File: config.mk
export PLATFORM = sky130hd
export DESIGN_NAME = jh_padder
export DESIGN_NICKNAME = d
export VERILOG_FILES = /design/src/rtl/jh_pkg.sv /design/src/rtl/jh_word_pad.sv /design/src/rtl/jh_padder.sv
export SDC_FILE = /design/constraint.sdc
export NUM_CORES = 2
export LEC_CHECK = 0
export CORE_AREA = 2 2 733 735
export CTS_CLUSTER_SIZE = 14
export DETAILED_ROUTE_END_ITERATION = 12
export DIE_AREA = 0 0 735 737
export GPL_TIMING_DRIVEN = 0
export PLACE_DENSITY_LB_ADDON = 0.08
export SYNTH_ARGS = -nofsm -noshare
export SYNTH_HDL_FRONTEND = slang
export SYNTH_SLANG_ARGS = --single-unit
export TNS_END_PERCENT = 5
File: constraint.sdc
create_clock -name clk -period 8.19 [get_ports clk]
set_input_delay 1.2285 -clock clk [delete_from_list [all_inputs] [get_ports clk]]
set_output_delay 1.2285 -clock clk [all_outputs]
set_load 0.005 [all_outputs]
File: src/rtl/jh_pkg.sv
// jh_pkg: shared widths, pad byte, F8 latency and padder FSM states
package jh_pkg;
  localparam int BLOCK_W = 512;
  localparam int LEN_W = 128;
  localparam int WORD_W = 64;
  localparam int F8_LATENCY = 36;
  localparam logic [7:0] PAD_BYTE = 8'h80;
  typedef enum logic [2:0] {IDLE, INIT, FILL, SEND, WAIT} state_t;
endpackage

File: src/rtl/jh_word_pad.sv
// jh_word_pad: keeps the first bytes of a word, inserts 0x80 after them and zeroes the rest
module jh_word_pad
  import jh_pkg::*;
(
  input  logic [WORD_W-1:0] word,
  input  logic [3:0]        bytes,
  output logic [WORD_W-1:0] padded
);
  logic              full;
  logic [WORD_W-1:0] mask;
  always_comb begin
    full = bytes >= 4'd8;
    mask = full ? '1 : ~({WORD_W{1'b1}} >> {bytes, 3'b000});
    padded = (word & mask) | (full ? '0 : {PAD_BYTE, {(WORD_W-8){1'b0}}} >> {bytes, 3'b000});
  end
endmodule

File: src/rtl/jh_padder.sv
// jh_padder: packs a byte stream into JH-padded 512-bit blocks and drives the F8 stage
module jh_padder
  import jh_pkg::*;
#(
  parameter int DIGEST_BITS = 256
) (
  input  logic                   clk,
  input  logic                   rst,
  input  logic [WORD_W-1:0]      s_data,
  input  logic                   s_valid,
  input  logic                   s_last,
  input  logic [3:0]             s_bytes,
  output logic                   s_ready,
  output logic                   f8_init,
  output logic                   f8_enable,
  output logic [BLOCK_W-1:0]     f8_buffer,
  input  logic                   f8_done,
  input  logic [1023:0]          f8_state_h,
  output logic [DIGEST_BITS-1:0] digest,
  output logic                   digest_valid
);
  state_t                 state_q, state_d;
  logic [2:0]             idx_q, idx_d;
  logic [LEN_W-1:0]       len_q, len_d, len_add;
  logic [BLOCK_W-1:0]     buf_q, buf_d;
  logic                   padded_q, padded_d;
  logic                   final_pending_q, final_pending_d;
  logic                   is_final_q, is_final_d;
  logic                   wait_first_q, wait_first_d;
  logic [DIGEST_BITS-1:0] digest_q, digest_d;
  logic                   digest_valid_q, digest_valid_d;
  logic [WORD_W-1:0]      data_w, mark_w;
  logic                   unused_state_h;
  jh_word_pad u_data (.word(s_data), .bytes(s_bytes), .padded(data_w));
  jh_word_pad u_mark (.word('0), .bytes(4'd0), .padded(mark_w));
  assign unused_state_h = ^f8_state_h[1023:DIGEST_BITS];
  assign len_add = len_q + LEN_W'({s_bytes, 3'b000});
  assign f8_buffer = buf_q;
  assign digest = digest_q;
  assign digest_valid = digest_valid_q;
  always_comb begin
    state_d = state_q;
    idx_d = idx_q;
    len_d = len_q;
    buf_d = buf_q;
    padded_d = padded_q;
    final_pending_d = final_pending_q;
    is_final_d = is_final_q;
    wait_first_d = 1'b0;
    digest_d = digest_q;
    digest_valid_d = 1'b0;
    s_ready = 1'b0;
    f8_init = 1'b0;
    f8_enable = 1'b0;
    case (state_q)
      IDLE: state_d = s_valid ? INIT : IDLE;
      INIT: begin
        f8_init = 1'b1;
        idx_d = '0;
        len_d = '0;
        buf_d = '0;
        padded_d = 1'b0;
        final_pending_d = 1'b0;
        is_final_d = 1'b0;
        state_d = FILL;
      end
      FILL: begin
        s_ready = 1'b1;
        if (s_valid) begin
          len_d = len_add;
          if (!s_last) begin
            buf_d[BLOCK_W-1-WORD_W*int'(idx_q) -: WORD_W] = s_data;
            idx_d = idx_q + 3'd1;
            state_d = idx_q == 3'd7 ? SEND : FILL;
          end else if (s_bytes == 4'd0 && idx_q == 3'd0) begin
            buf_d = {PAD_BYTE, {(BLOCK_W-LEN_W-8){1'b0}}, len_add};
            padded_d = 1'b0;
            final_pending_d = 1'b0;
            is_final_d = 1'b1;
            state_d = SEND;
          end else begin
            buf_d[BLOCK_W-1-WORD_W*int'(idx_q) -: WORD_W] = data_w;
            if (s_bytes >= 4'd8 && idx_q != 3'd7)
              buf_d[BLOCK_W-1-WORD_W*(int'(idx_q)+1) -: WORD_W] = mark_w;
            padded_d = s_bytes < 4'd8 || idx_q != 3'd7;
            final_pending_d = 1'b1;
            state_d = SEND;
          end
        end
      end
      SEND: begin
        f8_enable = f8_done;
        wait_first_d = f8_done;
        state_d = f8_done ? WAIT : SEND;
      end
      WAIT: begin
        if (!wait_first_q && f8_done) begin
          if (is_final_q) begin
            digest_d = f8_state_h[DIGEST_BITS-1:0];
            digest_valid_d = 1'b1;
            state_d = IDLE;
          end else if (final_pending_q) begin
            buf_d = {(padded_q ? 8'h00 : PAD_BYTE), {(BLOCK_W-LEN_W-8){1'b0}}, len_q};
            is_final_d = 1'b1;
            final_pending_d = 1'b0;
            state_d = SEND;
          end else begin
            buf_d = '0;
            idx_d = '0;
            state_d = FILL;
          end
        end
      end
      default: state_d = IDLE;
    endcase
  end
  always_ff @(posedge clk) begin
    if (rst) begin
      state_q <= IDLE;
      idx_q <= '0;
      len_q <= '0;
      buf_q <= '0;
      padded_q <= 1'b0;
      final_pending_q <= 1'b0;
      is_final_q <= 1'b0;
      wait_first_q <= 1'b0;
      digest_q <= '0;
      digest_valid_q <= 1'b0;
    end else begin
      state_q <= state_d;
      idx_q <= idx_d;
      len_q <= len_d;
      buf_q <= buf_d;
      padded_q <= padded_d;
      final_pending_q <= final_pending_d;
      is_final_q <= is_final_d;
      wait_first_q <= wait_first_d;
      digest_q <= digest_d;
      digest_valid_q <= digest_valid_d;
    end
  end
endmodule

==> out/metrics.cfg <==
[outcome]
status = finished with violations
violations = max-capacitance violations, max-slew violations

[yosys]
synthTopCellsByArea = dfxtp_1 (44%), nand2_1 (8.3%), a21oi_1 (7.9%), a22oi_1 (6.7%), nor2_1 (5.1%)
synthCells = 5404
ys.flop_type = dfxtp_1
netlist_area_mm2 = 0.0415
seq_area_frac_synth_pct = 43.6
synthArstFlopShare_pct = 0
synth_top_cell_by_area = dfxtp_1
synth_seq_cells = 904
synth_top_area_share_pct = 43.6
synth_edf_count = 0
syn_nets = 6512
syn_area_per_cell_um2 = 7.68
ys_types = 89
synth_warnings = 0

[route]
initialDrtViolationCount = 5012
via_count = 50257
drtAntennaViolNets = 0
postRouteWirelength_um = 451000
wl_per_cell_um = 32.6
dr.pass1.iters = 6
drc = 0
drt-vias-per-instance = 3.64

[worst_setup_path]
reg2reg_from = idx_q[0]$_SDFFE_PP0P_
worstSetupEndpointType = flip-flop
worstSetupStartpointType = input port
crit_type = in -> reg
setup.worst_path.start = s_bytes[2]
required_ns = 8.97
ff2ff_setup_slack_ns = 2.37
r2r_end = f8_buffer[37]$_SDFFE_PP0P_
path_max_fanout = 10
ff2ff_path_depth = 13
worstPathArrival_ns = 7.46

[floorplan]
fp.coreArea_mm2 = 0.534
die_x_um = 735
start_util_pct = 7.77
ios = 1869
row_count = 269
die_h_um = 737
dieArea_mm2 = 0.542

[place]
gp_congestion = 0.872
hpwl_um = 363000
placed_cells = 13523
portBuffers = 1044
placed_area_mm2 = 0.0614

[final_layout]
finish.net_count = 7731
final_common_cell = clkdlybuf4s50_1
finalInstanceArea_mm2 = 0.0662
fill_cells = 61533
layout_common_cells = clkdlybuf4s50_1 (1044), nand2_1 (913), dfxtp_1 (904)
area_delta_synth_final_pct = 59.5
final_cells = 13809
final_core_util_pct = 12.4
drive_gt1_share_pct = 6.53

[cts]
ctsResizeCount = 0
clockBufferDepth = 4
path_clk_slew_ns = 0.05
clockRootBuffer = clkbuf_16
cts_setup_buffers = 0
hold_buffers = 0
cts_made_buffers = 143
htree_num_levels = 4
clkSinkCount = 904
worstSkewPairLatency_ns = 0.89
cts_tree = built

[global_routing]
grt_usage_pct = 15.8
grt_pass1_vias = 48598
antenna_found_initial = 137
grt_max_degree = 12
gr-total-overflow = 0
grt_pass1_wl_um = 561000

[timing]
rsz0062_at_grt = false
fin_crit_sh_pct = 81.6
slew_viol_final = 31
fin_setup_tns_ns = 0
slew_headroom_pct = -6.50
clock_skew_ns = 0.0695
setup_viol = 0
hold_viol = 0
fin_crit_ns = 6.68
clock.fmax_mhz = 150
max_slew.worst_pin.slew_ns = 1.59

[worst_hold_path]
hp-start = digest[223]$_SDFFE_PP0P_
holdPathEnd = digest[223]$_SDFFE_PP0P_
whs_path_depth = 2
hp-class = reg -> reg

[job]
maxCapViolCount = 6

[pwr]
power.static_leakage_nw = 19.6
ir_drop_mv = 0.122
total_power_mw = 13.1
p_per_area_mw_per_mm2 = 198

worst max-delay path, stage by stage:
cell             delay [ns]
clkdlybuf4s50_1        0.82
nor2_1                 1.10
nand3_1                0.79
nor2_1                 1.02
clkbuf_1               1.12
clkbuf_1               0.84
o21ai_0                0.30
o21ai_0                0.20
per-stage QoR:
step           hold slack (ns)  setup WS [ns]
2_1_floorplan            0.449           4.06
3_3_place_gp             0.444         -0.467
3_5_place_dp             0.447          0.872
4_1_cts                  0.455           1.79
5_1_grt                  0.467           1.51
6_report                 0.451           1.51
routing by layer:
layer	up-vias	part of all wire, %	global-route usage [%]
met1	25384	40	19.0
met3	502	8.5	4.89
met5	-	0.10	0
met4	68	4.9	6.74
met2	2404	46	26.1
li1	21899	-	-
cells in the mapped netlist, drive strengths merged, types with 11 or more instances:
master	count
a221o	13
a222oi	13
xor2	34
o221ai	12
and4	14
nor2	562
a21boi	11
a21o	23
a221oi	18
nor3b	15
o21ai	383
nor3	97
nand2	913
nand4	71
nand3	141
and3	66
clkbuf	431
a21oi	660
and2	30
nand2b	11
a22oi	372
nor2b	15
o22ai	22
nor4	60
a211oi	23
inv	36
a22o	37
a31oi	36
xnor2	34
o211ai	26
buf	92
or3	28
o31ai	14
a32oi	54
dfxtp	904
state kept, by name (all words and copies together) (netlist names), 3 cells and up:
| signal | flops |
|---|---|
| f8_buffer | 512 |
| digest | 256 |
| len_q | 125 |
| idx_q | 3 |
| state_q | 3 |
how the worst max path moves through the flow:
stage               slack (ns)  cells past startpoint                           to
CTS                       1.79                      8  f8_buffer[116]$_SDFFE_PP0P_
global placement         -0.47                     11   f8_buffer[83]$_SDFFE_PP0P_
detailed placement        0.87                      8  f8_buffer[116]$_SDFFE_PP0P_
global route              1.51                     12      len_q[113]$_SDFFE_PP0P_
floorplan                 4.06                     11  f8_buffer[103]$_SDFFE_PP0P_
finish                    1.51                      8  f8_buffer[116]$_SDFFE_PP0P_
power by group:
part / leakage (nW) / switching, mW / internal, mW / total (mW)
sequential: 7.28 / 0.0556 / 4.43 / 4.48
combinational: 10.0 / 1.73 / 0.412 / 2.14
clock: 2.30 / 2.72 / 3.78 / 6.50
total: 19.6 / 4.51 / 8.61 / 13.1
final cells by class:
type | count | area (um2) | share of cell area (%)
tap | 7046 | 8820 | 13.3
inverter | 37 | 139 | 0.210
sequential | 904 | 18100 | 27.3
multi-input combinational | 3940 | 21400 | 32.3
clock buffer | 209 | 4160 | 6.28
buffer | 523 | 2120 | 3.21
antenna | 38 | 95.1 | 0.144
clock inverter | 38 | 495 | 0.749
timing repair buffer | 1074 | 10900 | 16.5
logic make-up after synthesis:
logic type | count (synthesis) | synth area share (%)
compound gates | 1806 | 27.2
xor+xnor | 68 | 1.44
fa+ha+maj | 11 | 0.350
buf+inv | 560 | 5.23
flops | 904 | 43.6
mux | 8 | 0.196
simple gates | 2047 | 22.0
Power figures use the tool's default switching activity.
